<file path="src/rtl/spinner_pkg.sv">
// Shared types and defaults for the spinner/paddle emulator: quadrature
// direction, Gray-code sequencing and the timing defaults for a 48 MHz clock.
package spinner_pkg;

  typedef enum logic {DIR_POS = 1'b0, DIR_NEG = 1'b1} dir_e;

  localparam int CHANNELS_DEF    = 2;
  localparam int POS_W_DEF       = 12;
  localparam int CE_DIV_DEF      = 8;
  localparam int STEP_DIV_DEF    = 1500;
  localparam int DPAD_PERIOD_DEF = 48000;
  localparam int DPAD_SLOW_DEF   = 4;
  localparam int DPAD_FAST_DEF   = 9;
  localparam int ABS_MAX_DEF     = 255;
  localparam int ABS_CENTER_DEF  = 128;

  // Positive walks 00->10->11->01->00, negative walks the same ring backwards.
  function automatic logic [1:0] gray_next(input logic [1:0] q, input dir_e dir);
    logic [1:0] n;
    if (dir == DIR_POS) begin
      case (q)
        2'b00:   n = 2'b10;
        2'b10:   n = 2'b11;
        2'b11:   n = 2'b01;
        default: n = 2'b00;
      endcase
    end else begin
      case (q)
        2'b00:   n = 2'b01;
        2'b01:   n = 2'b11;
        2'b11:   n = 2'b10;
        default: n = 2'b00;
      endcase
    end
    return n;
  endfunction

endpackage

</file>
<file path="src/rtl/spinner_channel.sv">
// One spinner channel: signed pending-step accumulator, D-pad repeat timer,
// quadrature phase state and saturating absolute position.
module spinner_channel import spinner_pkg::*; #(
  parameter int POS_W       = POS_W_DEF,
  parameter int DPAD_PERIOD = DPAD_PERIOD_DEF,
  parameter int DPAD_SLOW   = DPAD_SLOW_DEF,
  parameter int DPAD_FAST   = DPAD_FAST_DEF,
  parameter int ABS_MAX     = ABS_MAX_DEF,
  parameter int ABS_CENTER  = ABS_CENTER_DEF
) (
  input  logic       clk_sys,
  input  logic       reset_n,
  input  logic       ce,
  input  logic       step_tick,
  input  logic       delta_strobe,
  input  logic [8:0] delta,
  input  logic       dpad_left,
  input  logic       dpad_right,
  input  logic       dpad_fast,
  input  logic       invert,
  output logic [1:0] quad,
  output logic [7:0] abs_pos,
  output logic       busy
);

  localparam int DCNT_W = $clog2(DPAD_PERIOD + 1);
  localparam logic signed [POS_W-1:0] POS_MAX = {1'b0, {(POS_W-1){1'b1}}};
  localparam logic signed [POS_W-1:0] POS_MIN = {1'b1, {(POS_W-1){1'b0}}};
  localparam logic signed [POS_W-1:0] MAG_SLOW = POS_W'(DPAD_SLOW);
  localparam logic signed [POS_W-1:0] MAG_FAST = POS_W'(DPAD_FAST);

  logic signed [POS_W-1:0] pos_q, pos_d;
  logic [1:0]              quad_q, quad_d;
  logic [7:0]              abs_q, abs_d;
  logic                    busy_q, busy_d;
  logic [DCNT_W-1:0]       dcnt_q, dcnt_d;

  logic                    step;
  dir_e                    dir;
  logic signed [POS_W:0]   sum;
  logic signed [POS_W-1:0] sat_sum, pos_step, mag, dval;
  logic                    dload;

  always_comb begin
    step = step_tick && (pos_q != '0);
    dir  = (pos_q[POS_W-1] ^ invert) ? DIR_NEG : DIR_POS;

    quad_d = step ? gray_next(quad_q, dir) : quad_q;
    abs_d  = abs_q;
    if (step) begin
      if (dir == DIR_POS) abs_d = (abs_q == 8'(ABS_MAX)) ? abs_q : abs_q + 8'd1;
      else                abs_d = (abs_q == 8'd0)        ? abs_q : abs_q - 8'd1;
    end
    pos_step = pos_q[POS_W-1] ? pos_q + POS_W'(1) : pos_q - POS_W'(1);

    // One extra bit makes overflow visible as a mismatch of the top two bits.
    sum = {pos_q[POS_W-1], pos_q} + {{(POS_W-8){delta[8]}}, delta};
    if (sum[POS_W] != sum[POS_W-1]) sat_sum = sum[POS_W] ? POS_MIN : POS_MAX;
    else                            sat_sum = sum[POS_W-1:0];

    dload  = 1'b0;
    dcnt_d = dcnt_q;
    if (!(dpad_left ^ dpad_right)) begin
      dcnt_d = '0;
    end else if (ce) begin
      if (dcnt_q == DCNT_W'(DPAD_PERIOD - 1)) begin
        dload  = 1'b1;
        dcnt_d = '0;
      end else begin
        dcnt_d = dcnt_q + DCNT_W'(1);
      end
    end
    mag  = dpad_fast ? MAG_FAST : MAG_SLOW;
    dval = dpad_right ? mag : -mag;

    pos_d = pos_q;
    if (delta_strobe) pos_d = sat_sum;
    else if (dload)   pos_d = dval;
    else if (step)    pos_d = pos_step;
    busy_d = (pos_d != '0);
  end

  always_ff @(posedge clk_sys or negedge reset_n) begin
    if (!reset_n) begin
      pos_q  <= '0;
      quad_q <= 2'b00;
      abs_q  <= 8'(ABS_CENTER);
      busy_q <= 1'b0;
      dcnt_q <= '0;
    end else begin
      pos_q  <= pos_d;
      quad_q <= quad_d;
      abs_q  <= abs_d;
      busy_q <= busy_d;
      dcnt_q <= dcnt_d;
    end
  end

  assign quad    = quad_q;
  assign abs_pos = abs_q;
  assign busy    = busy_q;

endmodule

</file>
<file path="src/rtl/spinner_emu.sv">
// Multi-channel spinner emulator: shared ce divider and step-rate counter
// feeding CHANNELS independent quadrature/paddle channels.
module spinner_emu import spinner_pkg::*; #(
  parameter int CHANNELS    = CHANNELS_DEF,
  parameter int POS_W       = POS_W_DEF,
  parameter int CE_DIV      = CE_DIV_DEF,
  parameter int STEP_DIV    = STEP_DIV_DEF,
  parameter int DPAD_PERIOD = DPAD_PERIOD_DEF,
  parameter int DPAD_SLOW   = DPAD_SLOW_DEF,
  parameter int DPAD_FAST   = DPAD_FAST_DEF,
  parameter int ABS_MAX     = ABS_MAX_DEF,
  parameter int ABS_CENTER  = ABS_CENTER_DEF
) (
  input  logic                     clk_sys,
  input  logic                     reset_n,
  input  logic [CHANNELS-1:0]      delta_strobe,
  input  logic [CHANNELS-1:0][8:0] delta,
  input  logic [CHANNELS-1:0]      dpad_left,
  input  logic [CHANNELS-1:0]      dpad_right,
  input  logic [CHANNELS-1:0]      dpad_fast,
  input  logic [CHANNELS-1:0]      invert,
  output logic [CHANNELS-1:0][1:0] quad,
  output logic [CHANNELS-1:0][7:0] abs_pos,
  output logic [CHANNELS-1:0]      busy
);

  localparam int CE_W   = (CE_DIV > 1)   ? $clog2(CE_DIV)   : 1;
  localparam int STEP_W = (STEP_DIV > 1) ? $clog2(STEP_DIV) : 1;

  logic [CE_W-1:0]   ce_cnt_q, ce_cnt_d;
  logic [STEP_W-1:0] step_cnt_q, step_cnt_d;
  logic              ce, step_tick;

  always_comb begin
    ce        = (ce_cnt_q == CE_W'(CE_DIV - 1));
    ce_cnt_d  = ce ? '0 : ce_cnt_q + CE_W'(1);
    // Step opportunity lands on the ce whose step count is 0.
    step_tick = ce && (step_cnt_q == '0);
    step_cnt_d = step_cnt_q;
    if (ce) step_cnt_d = (step_cnt_q == STEP_W'(STEP_DIV - 1)) ? '0 : step_cnt_q + STEP_W'(1);
  end

  always_ff @(posedge clk_sys or negedge reset_n) begin
    if (!reset_n) begin
      ce_cnt_q   <= '0;
      step_cnt_q <= '0;
    end else begin
      ce_cnt_q   <= ce_cnt_d;
      step_cnt_q <= step_cnt_d;
    end
  end

  for (genvar c = 0; c < CHANNELS; c++) begin : g_ch
    spinner_channel #(
      .POS_W(POS_W), .DPAD_PERIOD(DPAD_PERIOD), .DPAD_SLOW(DPAD_SLOW),
      .DPAD_FAST(DPAD_FAST), .ABS_MAX(ABS_MAX), .ABS_CENTER(ABS_CENTER)
    ) u_ch (
      .clk_sys      (clk_sys),
      .reset_n      (reset_n),
      .ce           (ce),
      .step_tick    (step_tick),
      .delta_strobe (delta_strobe[c]),
      .delta        (delta[c]),
      .dpad_left    (dpad_left[c]),
      .dpad_right   (dpad_right[c]),
      .dpad_fast    (dpad_fast[c]),
      .invert       (invert[c]),
      .quad         (quad[c]),
      .abs_pos      (abs_pos[c]),
      .busy         (busy[c])
    );
  end

endmodule

</file>
<file path="config.mk">
export PLATFORM = sky130hd
export DESIGN_NAME = spinner_emu
export DESIGN_NICKNAME = d
export VERILOG_FILES = /design/src/rtl/spinner_pkg.sv /design/src/rtl/spinner_channel.sv /design/src/rtl/spinner_emu.sv
export SDC_FILE = /design/constraint.sdc
export NUM_CORES = 1
export LEC_CHECK = 0
export ABC_AREA = 1
export BUFFER_PORTS_ARGS = -buffer_cell sky130_fd_sc_hd__buf_2
export CAP_MARGIN = 40
export CORE_ASPECT_RATIO = 2
export CORE_MARGIN = 3
export CORE_UTILIZATION = 55
export DETAILED_ROUTE_END_ITERATION = 7
export PLACE_DENSITY_LB_ADDON = 0.05
export SYNTH_ARGS = -nofsm -noshare
export SYNTH_HDL_FRONTEND = slang
export SYNTH_SLANG_ARGS = --single-unit
</file>
<file path="constraint.sdc">
create_clock -name clk_sys -period 6.2 [get_ports clk_sys]
set_input_delay 0.31 -clock clk_sys [delete_from_list [all_inputs] [get_ports clk_sys]]
set_output_delay 0.31 -clock clk_sys [all_outputs]
set_load 0.1 [all_outputs]
</file>
==> results of run 1 <==
==> how the worst max path moves through the flow <==
stage / cells past startpoint / end / from / slack [ps]
6_report: 13 / g_ch[1].u_ch.busy / g_ch[1].u_ch.pos_q[11] / 3120
5_1_grt: 13 / g_ch[1].u_ch.busy / g_ch[1].u_ch.pos_q[11] / 2980
4_1_cts: 13 / g_ch[1].u_ch.busy / g_ch[1].u_ch.pos_q[11] / 3150
3_5_place_dp: 13 / g_ch[1].u_ch.busy / g_ch[1].u_ch.pos_q[11] / 3170
3_3_place_gp: 13 / g_ch[1].u_ch.busy / g_ch[1].u_ch.pos_q[11] / 3170
2_1_floorplan: 17 / g_ch[0].u_ch.abs_pos[7] / g_ch[0].u_ch.pos_q[11] / 3780
==> flip-flops by register name, summed over array words and instances, names as in the netlist <==
register	cells
g_ch.u_ch.dcnt_q	32
g_ch.u_ch.pos_q	24
g_ch.u_ch.abs_pos	16
step_cnt_q	11
g_ch.u_ch.quad	4
ce_cnt_q	3
g_ch.u_ch.busy	2
==> logic make-up (layout without fill, tap and decap cells) <==
group | after synthesis | after routing | share of synthesized area [%]
buf+inv | 231 | 292 | 10.8
flops | 92 | 92 | 27.6
xor+xnor | 42 | 42 | 4.40
fa+ha+maj | 74 | 74 | 11.6
compound gates | 179 | 179 | 11.9
simple gates | 632 | 632 | 33.7
==> synthesized netlist by cell type (all sizes together) (10+ instances only) <==
cell type  number  area [µm²]
nand2         350        1340
inv           220         828
nor2          107         453
nand3          91         460
dfrtp          90        2250
a21oi          80         423
o21ai          69         349
ha             68         851
nor3           28         188
nand4          27         169
xor2           27         236
xnor2          15         131
nor4           10        75.1
==> worst min-delay path, stage by stage <==
cell     delay (ps)
buf_2            80
nand2_1          50
nand2_2         120
a21oi_1          60
==> power groups by stage <==
stage | Sequential (µW) | Clock [µW] | Combinational [µW]
final | 947 | 554 | 3050
after global routing | 962 | 588 | 3420
after CTS | 941 | 568 | 3040
after detailed placement | 954 | 0 | 3030
after global placement | 953 | 0 | 3010
after floorplan | 1270 | 0 | 2000
==> per-layer routing <==
| metal | vias up | part of all wire, % |
|---|---|---|
| li1 | 4157 | - |
| met2 | 178 | 57 |
| met4 | 0 | 7.7 |
| met5 | - | 0 |
| met3 | 106 | 2.2 |
| met1 | 3798 | 33 |
==> cell type report <==
| cell class | instances | share of cell area (%) |
|---|---|---|
| well taps | 195 | 2.67 |
| inverters | 222 | 9.16 |
| clock inverters | 4 | 0.329 |
| multi-input cells | 927 | 56.4 |
| flip-flops and latches | 92 | 25.2 |
| clock buffers | 12 | 2.92 |
| repair buffers | 54 | 3.31 |
==> stage by stage <==
| step | setup slack [ps] | utilization, % | instance area [µm²] |
|---|---|---|---|
| final | 3120 | 61.3 | 9140 |
| after global routing | 2980 | 61.3 | 9140 |
| after CTS | 3150 | 61.3 | 9140 |
| after detailed placement | 3170 | 59.3 | 8830 |
| after global placement | 3170 | 59.1 | 8800 |
| after floorplan | 3780 | - | 8360 |
==> metrics.md, run 1 <==
| Metric | Value |
|---|---|
| Status | `complete, no violations` |
| Grt ovf | `0` |
| Area of the multi-input gates | `~5000 µm²` |
| Vias in the first global route | `8435` |
| Final Non-Filler Cells | `1506` |
| Maximum clock path buffer count | `2` |
| Core area | `14900 µm²` |
| Post-synth net total | `~1400` |
| FMAX | `about 0.32 GHz` |
| Worst slew margin | `44.7%` |
| Die height | `180 µm` |
| CTS Buf Count | `9` |
| Initial Util | `56.1%` |
| Share of cells above drive strength 1 | `about a tenth` |
| CP Max Fanout | `14` |
| CTS resizes | `0` |
| # Post-CTS Setup Buffers | `0` |
| Worst reg2reg startpoint | `g_ch[1].u_ch.pos_q[11]` |
| Number of flops mapped to enable cells by yosys | `0` |
| Hold depth | `4` |
| Final ANT Viol Nets | `0` |
| Fillers | `1469` |
| Met3 usage | `~3.3%` |
| Post-detail-place hpwl | `19.5 mm` |
| Synthesized area | `8360 µm²` |
| Mapped Cells | `~1300` |
| Commonest non-fill, non-tap cells in the layout | `338 x nand2_1, 210 x inv_1, 98 x nor2_1, 90 x nand3_1, 90 x dfrtp_1` |
| Initial antenna violation count | `0` |
| Tot GR Track Use | `between 20 and 30%` |
| Final nets | `1410` |
| CP max stage delay | `430 ps` |
| Hold WC Path Type | `input port to register` |
| Detailed Route WL | `23.4 mm` |
| Sequential Power Share | `about a fifth` |
| Max-Cap Viols | `0` |
| Final hold vios | `0` |
| CP Buf/Inv Count | `2` |
| Final Max Slew Viols | `0` |
| Cell family with most CP delay | `simple AND/OR/NAND/NOR gates` |
| Placed cell count | `1489` |
| P per Cell Area | `between 400 and 500 nW/µm²` |
| Combinational share of power | `67.0%` |
| Sw Share | `between 50% and 60%` |
| Pwr Total | `4550 µW` |
| Worst path cell trace | `inv_1, ha_1, nand2_1, nor3_1, nand3_1, nand2_2, clkinv_2, o21ai_0, o21ai_0, nand2_1, nand2_1, nor2_1, nand3_1` |
| R2R setup slack | `3120 ps` |
| Crit start category | `register` |
| DRC viols | `0` |
| Ys async rst share | `100%` |
| Met2 Track Usage GR | `58.1%` |
| Routing usage on met1 | `25.3%` |
| Critical Path RT | `6430 ps` |
| Clk_skew | `14.6 ps` |
| Beginning of the worst hold path | `dpad_left[1]` |
| Total Die Area | `16800 µm²` |
| Hold_buf cts | `1` |
| TritonCTS Sinks | `92` |
| Clock share of power | `12.2%` |
| Switch Pwr | `2530 µW` |
| Worst Reg2Reg Path Length in Cells | `13` |
| Hold worst-path end | `g_ch[1].u_ch.dcnt_q[6]` |
| Vias per inst | `5.47` |
| Clk slew on worst S/H paths | `80 ps` |
| Tmin final | `3080 ps` |
| Slowest CP cell | `dfrtp_1` |
| # diodes | `0` |
| Prevailing post-synth register cell | `dfrtp_1` |
| Count of final setup violators | `0` |
| Max IR drop VDD | `0.302 mV` |
| Crit Path Class | `register to register` |
| Via count | `8239` |
| Mapped Avg Cell Area | `6.69 µm²` |
| Largest net degree at the start of global routing | `between 40 and 50` |
| Ports | `52` |
| H-tree levels | `3` |
| Unique masters post-synth | `56` |
| Worst Max-Slew Pin Slew | `823 ps` |
| Critical Path Sink Type | `register` |
| Fin Hold WS | `300 ps` |
| RSZ-0062 raised after global routing | `false` |
| Drt pass-1 iters | `6` |
| Skew-Pair Late Insertion Delay | `360 ps` |
| Final Cycle Share | `49.7%` |
| CTS tree | `built` |
| Wirelength per Cell | `15.5 µm` |
| Layout area overhead | `9.28%` |
| Post-synthesis register bit count | `92` |
| Pleak | `0.00479 µW` |
| Die Width | `approximately 93 µm` |
| Gpl congestion | `0.930` |
| Global-route wire length before repair | `38.7 mm` |
| Port bufs | `51` |
| Row count | `63` |
| Reg2reg end | `g_ch[1].u_ch.busy` |
| GRT Max-Usage Layer | `met2` |
| WP data arrival | `3310 ps` |
| Register area | `2300 µm²` |
| Root Driver | `clkbuf_16` |
| Sequential area share after synthesis | `between 20% and 30%` |
| Int Power | `2020 µW` |
| CP dominant cell by count | `nand2_1` |
| YS warnings | `0` |
| First DRT Iteration DRCs | `290` |
| Setup TNS | `0 ps` |
| Commonest non-fill, non-tap cell in the layout | `nand2_1` |
Power figures use the tool's default switching activity.
==> inputs of run 2 (changes only) <==
--- a/config.mk
+++ b/config.mk
@@ -5,7 +5,7 @@
 export SDC_FILE = /design/constraint.sdc
 export NUM_CORES = 1
 export LEC_CHECK = 0
-export ABC_AREA = 1
+export ABC_AREA = 0
 export BUFFER_PORTS_ARGS = -buffer_cell sky130_fd_sc_hd__buf_2
 export CAP_MARGIN = 40
 export CORE_ASPECT_RATIO = 2
==> constraint.sdc (replaced) <==
create_clock -name clk_sys -period 2.75 [get_ports clk_sys]
set_input_delay 0.1375 -clock clk_sys [delete_from_list [all_inputs] [get_ports clk_sys]]
set_output_delay 0.1375 -clock clk_sys [all_outputs]
set_load 0.1 [all_outputs]
==> run 2 against run 1 <==
Compared with the run above: the flow now finishes with violations (setup timing); clock skew is 5.0 ps lower; worst hold slack worse by 78 ps; power grew to 2.8 times the previous value; sequential power grew 120%; non-clock buffer count is 212 higher; die area decreased by 11%; highest routed layer unchanged.
==> metrics.md, run 2 <==
| Metric | Value |
|---|---|
| Root Driver | `clkbuf_16` |
| Failing checks | `setup timing` |
| Post-synthesis register bit count | `92 (unchanged)` |
| Wirelength per Cell | `19.9 µm (+28%)` |
| Status | `complete, but fails checks` |
| CP max stage delay | `540 ps (+110 ps)` |
| Clk slew on worst S/H paths | `70 ps (about the same)` |
| Clk_skew | `9.59 ps (-4.99 ps)` |
| Final Max Slew Viols | `0 (unchanged)` |
| DRC viols | `0 (unchanged)` |
| Unique masters post-synth | `76 (+36%)` |
| Count leader, synth | `dfrtp_1` |
| Gpl congestion | `0.998 (+7.3%)` |
| Ports | `52 (unchanged)` |
| Commonest non-fill, non-tap cell in the layout | `buf_4` |
| Synth top area share | `30.5% (+3.5 points)` |
| Critical Path Sink Type | `register` |
| Pleak | `0.00473 µW (-1.2%)` |
| Grt ovf | `0 (unchanged)` |
| Worst path cell trace | `ha_4, o21ai_1, or4b_4, and2_4, a221oi_4, a221oi_4, a211oi_2, o211ai_1, or4_1, or4_1` |
| Final worst slack | `-608 ps (-3730 ps)` |
| Vias per inst | `6.17 (+13%)` |
| Global-route wire length before repair | `39.0 mm (+0.80%)` |
| Post-detail-place hpwl | `18.7 mm (-3.7%)` |
| Crit path from | `g_ch[1].u_ch.pos_q[2]` |
| Largest net degree at the start of global routing | `54 (+17%)` |
| Fillers | `868 (-41%)` |
| Final Cycle Share | `122% (+72 points)` |
| Final ANT Viol Nets | `0 (unchanged)` |
| Detailed Route WL | `25.2 mm (+7.6%)` |
| Die height | `170 µm (-5.8%)` |
| P per Cell Area | `1220 nW/µm² (+150%)` |
| CTS Buf Count | `9 (unchanged)` |
| Total Die Area | `14900 µm² (-11%)` |
| Beginning of the worst hold path | `dpad_left[1]` |
| Area contributors post-synth | `dfrtp_1 30%, ha_1 12%, xnor2_1 5.0%` |
| Sequential area share after synthesis | `31.2% (+3.6 points)` |
| Hold WC Path Type | `input port to register` |
| First DRT Iteration DRCs | `383 (+32%)` |
| TritonCTS Sinks | `92 (unchanged)` |
| Die Width | `88.0 µm (-5.6%)` |
| FMAX | `0.298 GHz (-8.2%)` |
| Largest register FFs | `32 (unchanged)` |
| Via count | `7825 (-5.0%)` |
| Share of cells above drive strength 1 | `36.3% (+27 points)` |
| Critical Path RT | `2970 ps (-3460 ps)` |
| Crit Path Class | `register to register` |
| Final hold vios | `0 (unchanged)` |
| Vias in the first global route | `8278 (-1.9%)` |
| Ys async rst share | `100% (unchanged)` |
| CP Max Fanout | `4 (-10)` |
| Post-synth net total | `953 (-30%)` |
| Mapped Cells | `849 (-32%)` |
| Worst slew margin | `63.6% (+19 points)` |
| Worst reg2reg startpoint | `g_ch[1].u_ch.pos_q[2]` |
| Dominant cell type by area after synthesis | `dfrtp_1` |
| Top post-synthesis cells by count | `90 x dfrtp_1, 81 x nor2_1, 71 x nand2_1` |
| Final nets | `1215 (-14%)` |
| Prevailing post-synth register cell | `dfrtp_1` |
| Worst Max-Slew Pin Slew | `550 ps (-273 ps)` |
| RSZ-0062 raised after global routing | `true` |
| Layout area overhead | `39.5%` |
| Drt pass-1 iters | `5 (-1)` |
| Count of final setup violators | `6 (+6)` |
| Synthesized area | `7390 µm² (-12%)` |
| Max-Cap Viols | `0 (unchanged)` |
| Pre-CTS WS | `-635 ps (-3810 ps)` |
| Fin util | `78.9% (+18 points)` |
| Row count | `59 (-6.3%)` |
| Port bufs | `51 (unchanged)` |
| Tmin final | `3360 ps (+276 ps)` |
| Core area | `13100 µm² (-12%)` |
| Commonest non-fill, non-tap cells in the layout | `197 x buf_4, 88 x dfrtp_1, 76 x nor2_1, 65 x nand2_1, 57 x o21ai_0` |
| H-tree levels | `3 (unchanged)` |
| Skew-Pair Late Insertion Delay | `350 ps (about the same)` |
| Tot GR Track Use | `33.6% (+4.3 points)` |
| Maximum clock path buffer count | `2 (unchanged)` |
| Max IR drop VDD | `0.803 mV (+170%)` |
| CTS tree | `built` |
| WP data arrival | `3570 ps (+260 ps)` |
| Number of flops mapped to enable cells by yosys | `0 (unchanged)` |
| Initial antenna violation count | `0 (unchanged)` |
| Initial Util | `56.5% (+0.43 points)` |
| Mapped Avg Cell Area | `8.70 µm² (+30%)` |
| Slowest CP cell | `or4b_4` |
| Crit start category | `register` |
| YS warnings | `0 (unchanged)` |
| Largest reg by FF count | `g_ch.u_ch.dcnt_q` |
| # diodes | `0 (unchanged)` |
[run 2: area by class of cell]
class / instances / area, µm² / share of cell area (%)
Multi-Input combinational cell: 707 / 5450 / 52.8
Clock inverter: 6 / 52.6 / 0.510
Sequential cell: 92 / 2310 / 22.4
Inverter: 35 / 131 / 1.27
Clock buffer: 10 / 229 / 2.22
Timing Repair Buffer: 266 / 1950 / 18.9
Tap cell: 152 / 190 / 1.85
[run 2: worst paths after layout]
| check | end | slack [ps] | depth (start not counted) |
|---|---|---|---|
| max in group asynchronous | g_ch[0].u_ch.abs_pos[7] | 1700 | 3 |
| worst max register to register | g_ch[1].u_ch.busy | -610 | 10 |
| worst min-delay path | g_ch[1].u_ch.dcnt_q[6] | 220 | 4 |
| worst max-delay path | g_ch[1].u_ch.busy | -610 | 10 |
| worst min register to register | g_ch[1].u_ch.abs_pos[7] | 520 | 1 |
| min in group asynchronous | g_ch[0].u_ch.dcnt_q[10] | 310 | 2 |
[run 2: cell families (layout without fill, tap and decap cells)]
group                    Yosys count  after routing  synth area share, %
AND/OR/NAND/NOR                  303            305                 20.8
XOR/XNOR                          75             75                 8.89
multiplexers                       7              7                0.982
AO/OA/AOI/OAI                    237            237                 20.9
flip-flops                        92             92                 31.2
buffers and inverters             52            317                 2.86
adder cells (fa/ha/maj)           83             83                 14.4
[run 2: power breakdown]
| group | internal (µW) | total, µW | switching (µW) |
|---|---|---|---|
| Combinational | 4160 | 9300 | 5140 |
| Sequential | 1680 | 2060 | 383 |
| Clock | 631 | 1230 | 596 |
[run 2: layer usage]
metal | wire [µm] | part of all wire, % | track usage [%] | vias up
li1 | - | - | - | 3641
met5 | 0 | 0 | 0 | -
met2 | 14100 | 56 | 63.9 | 262
met4 | 2090 | 8.3 | 24.3 | 0
met1 | 8110 | 32 | 31.0 | 3784
met3 | 860 | 3.4 | 4.31 | 138
[run 2: metrics by stage]
| stage | hold WS [ps] | instances | cell area, µm² | power (µW) | TNS, ps |
|---|---|---|---|---|---|
| after floorplan | -158 | 849 | 7460 | 7160 | -431 |
| after global placement | 137 | 1229 | 9300 | 9820 | -1600 |
| after detailed placement | 147 | 1229 | 9300 | 10100 | -2480 |
| after CTS | 213 | 1261 | 9970 | 11900 | -1040 |
| after global routing | 259 | 1268 | 10300 | 13400 | -3240 |
| final | 222 | 1268 | 10300 | 12600 | -1260 |
[run 2: what timing repair did]
item,in CTS,in global routing
cloned,1,1
pin swaps,34,32
hold endpoints to repair,38,0
setup endpoints to repair,17,32
hold buffers,1,0
buffers inserted,18,8
resized for setup,68,73
[run 2: critical path, delay by kind of cell, from the launching register on]
kind,cells,cell delay [ps]
fa+ha+maj,1,290
compound gates,5,880
flops,1,450
simple gates,4,1620
==> inputs of run 3 (changes only) <==
--- a/config.mk
+++ b/config.mk
@@ -11,6 +11,7 @@
 export CORE_ASPECT_RATIO = 2
 export CORE_MARGIN = 3
 export CORE_UTILIZATION = 55
+export CTS_BUF_LIST = sky130_fd_sc_hd__clkbuf_4 sky130_fd_sc_hd__clkbuf_8
 export DETAILED_ROUTE_END_ITERATION = 7
 export PLACE_DENSITY_LB_ADDON = 0.05
 export SYNTH_ARGS = -nofsm -noshare
==> run 3 against run 2 <==
Compared with the run above: the run still ends with setup timing left; highest routed layer unchanged; clock-buffer cell count unchanged; combinational power up 0.8%; power down 1.9%; flip-flop and latch count unchanged; worst hold slack worse by 52 ps.
==> metrics.md, run 3 (synthesized netlist as in run 2, its figures left out) <==
| Metric | Value |
|---|---|
| Status | `complete, but fails checks` |
| Failing checks | `setup timing` |
| WP data arrival | `3620 ps (+50 ps)` |
| Switch Pwr | `6140 µW (+0.40%)` |
| Final nets | `1213 (-0.16%)` |
| Pleak | `0.00469 µW (-0.95%)` |
| Pwr Total | `12300 µW (-1.9%)` |
| Largest register FFs | `32 (unchanged)` |
| Int Power | `6210 µW (-4.1%)` |
| DRC viols | `0 (unchanged)` |
| Tot GR Track Use | `33.4% (-0.13 points)` |
| Cell family with most CP delay | `simple AND/OR/NAND/NOR gates` |
| Final Max Slew Viols | `0 (unchanged)` |
| RSZ-0062 raised after global routing | `true` |
| Skew-Pair Late Insertion Delay | `390 ps (+40 ps)` |
| Critical Path Sink Type | `register` |
| Commonest non-fill, non-tap cells in the layout | `195 x buf_4, 88 x dfrtp_1, 76 x nor2_1, 66 x nand2_1, 56 x o21ai_0` |
| Wirelength per Cell | `20.0 µm (+0.82%)` |
| Crit start category | `register` |
| CP Buf/Inv Count | `0 (unchanged)` |
| Die Width | `88.0 µm (unchanged)` |
| CTS tree | `built` |
| Post-detail-place hpwl | `18.7 mm (unchanged)` |
| Global-route wire length before repair | `38.8 mm (-0.46%)` |
| Largest reg by FF count | `g_ch.u_ch.dcnt_q` |
| Clock share of power | `7.5% (-2.3 points)` |
| H-tree levels | `3 (unchanged)` |
| Share of cells above drive strength 1 | `37.0% (+0.69 points)` |
| Combinational share of power | `75.9% (+2.0 points)` |
| Die height | `170 µm (unchanged)` |
| Vias per inst | `6.19 (+0.25%)` |
| Drt pass-1 iters | `5 (unchanged)` |
| Via count | `7832 (+0.089%)` |
| Final hold vios | `0 (unchanged)` |
| Final worst slack | `-610 ps (-1.96 ps)` |
| Initial Util | `56.5% (unchanged)` |
| Max IR drop VDD | `0.797 mV (-0.80%)` |
| Root Driver | `clkbuf_8` |
| Crit Path Class | `register to register` |
| Final Cycle Share | `122% (about the same)` |
| CTS Buf Count | `9 (unchanged)` |
| TritonCTS Sinks | `92 (unchanged)` |
| Gpl congestion | `0.998 (unchanged)` |
| Port bufs | `51 (unchanged)` |
| Hold WC Path Type | `input port to register` |
| Slowest CP cell | `or4b_4` |
| Maximum clock path buffer count | `2 (unchanged)` |
| Vias in the first global route | `8225 (-0.64%)` |
| Final ANT Viol Nets | `0 (unchanged)` |
| P per Cell Area | `1200 nW/µm² (-1.5%)` |
| Initial antenna violation count | `0 (unchanged)` |
| Sw Share | `49.7% (+1.1 points)` |
| Row count | `59 (unchanged)` |
| CP dominant cell by count | `or4_1` |
| Worst path cell trace | `ha_4, o21ai_1, or4b_4, nand4_2, and3_1, nor2_1, a21o_1, o221a_1, or4_1, or4_1` |
| Total Die Area | `14900 µm² (unchanged)` |
| Worst slew margin | `64.1% (+0.54 points)` |
| Commonest non-fill, non-tap cell in the layout | `buf_4` |
| Core area | `13100 µm² (unchanged)` |
| First DRT Iteration DRCs | `347 (-9.4%)` |
| Largest net degree at the start of global routing | `54 (unchanged)` |
| # diodes | `0 (unchanged)` |
| Clk slew on worst S/H paths | `110 ps (+40 ps)` |
| Count of final setup violators | `6 (unchanged)` |
| Max-Cap Viols | `0 (unchanged)` |
| Clk_skew | `15.1 ps (+5.56 ps)` |
| CP Max Fanout | `4 (unchanged)` |
| Ports | `52 (unchanged)` |
| CP max stage delay | `540 ps (about the same)` |
| Critical Path RT | `3010 ps (+40 ps)` |
| Post-route cell area | `10300 µm² (-0.38%)` |
| Tmin final | `3360 ps (+1.96 ps)` |
| Layout area overhead | `39.0%` |
| Sequential Power Share | `16.6% (+0.2 points)` |
| Grt ovf | `0 (unchanged)` |
| FMAX | `0.298 GHz (about the same)` |
| Detailed Route WL | `25.3 mm (+0.66%)` |
| Worst Max-Slew Pin Slew | `542 ps (-8.17 ps)` |
| Placed cell area | `9300 µm² (unchanged)` |
[run 3: cell types whose count changed in the layout (fill, tap and decap cells not counted), sizes merged]
cell,before,now
buf,265,263
[run 3: path summary, 6_finish.rpt]
check	startpoint	to	slack (ps)	cells past startpoint
worst max-delay path	g_ch[1].u_ch.pos_q[2]	g_ch[1].u_ch.busy	-610	10
worst min-delay path	dpad_left[1]	g_ch[1].u_ch.dcnt_q[6]	170	4
worst max register to register	g_ch[1].u_ch.pos_q[2]	g_ch[1].u_ch.busy	-610	10
worst min register to register	g_ch[1].u_ch.abs_pos[7]	g_ch[1].u_ch.abs_pos[7]	530	1
max in group asynchronous	reset_n	g_ch[0].u_ch.abs_pos[7]	1750	3
min in group asynchronous	reset_n	g_ch[0].u_ch.dcnt_q[10]	260	2
[run 3: worst register-to-register path, delay by kind of cell (launching register included)]
family | cells | cell delay, ps
flops | 1 | 460
compound gates | 3 | 570
simple gates | 6 | 1930
fa+ha+maj | 1 | 290
[run 3: final cells by class]
class                           count  area (µm²)
Fill cell                         871        2800
Clock inverter                      6        52.6
Sequential cell                    92        2310
Clock buffer                       10         131
Multi-Input combinational cell    707        5520
Inverter                           35         131
Tap cell                          152         190
Timing Repair Buffer              264        1940
[run 3: layer usage]
layer | global-route usage [%] | share of wire [%] | vias up
li1 | - | - | 3630
met1 | 30.6 | 32 | 3794
met2 | 64.5 | 56 | 282
met3 | 4.26 | 3.6 | 126
met4 | 23.0 | 7.9 | 0
met5 | 0 | 0 | -
[run 3: per-stage QoR]
| step | utilization [%] | TNS, ps | worst slack [ps] | hold WS (ps) | cells |
|---|---|---|---|---|---|
| floorplan | - | -431 | -431 | -158 | 849 |
| global placement | 71.1 | -1600 | -570 | 137 | 1229 |
| detailed placement | 71.1 | -2480 | -635 | 147 | 1229 |
| CTS | 75.6 | -1100 | -598 | 160 | 1261 |
| global route | 78.6 | -2610 | -702 | 202 | 1266 |
| finish | 78.6 | -1190 | -610 | 170 | 1266 |
[run 3: power by group through the flow]
stage	Sequential, µW	Combinational, µW	Clock, µW
floorplan	3000	4160	0
global placement	2030	7790	0
detailed placement	2060	8030	0
CTS	2030	8590	936
global route	2100	10000	978
finish	2050	9370	923
[run 3: timing repair]
item	in CTS	in global routing
pin swaps	34	54
setup buffers	18	12
hold buffers	1	0
endpoints found under the setup margin	17	31
cloned	1	1
resized for setup	68	92
endpoints found under the hold margin	38	0
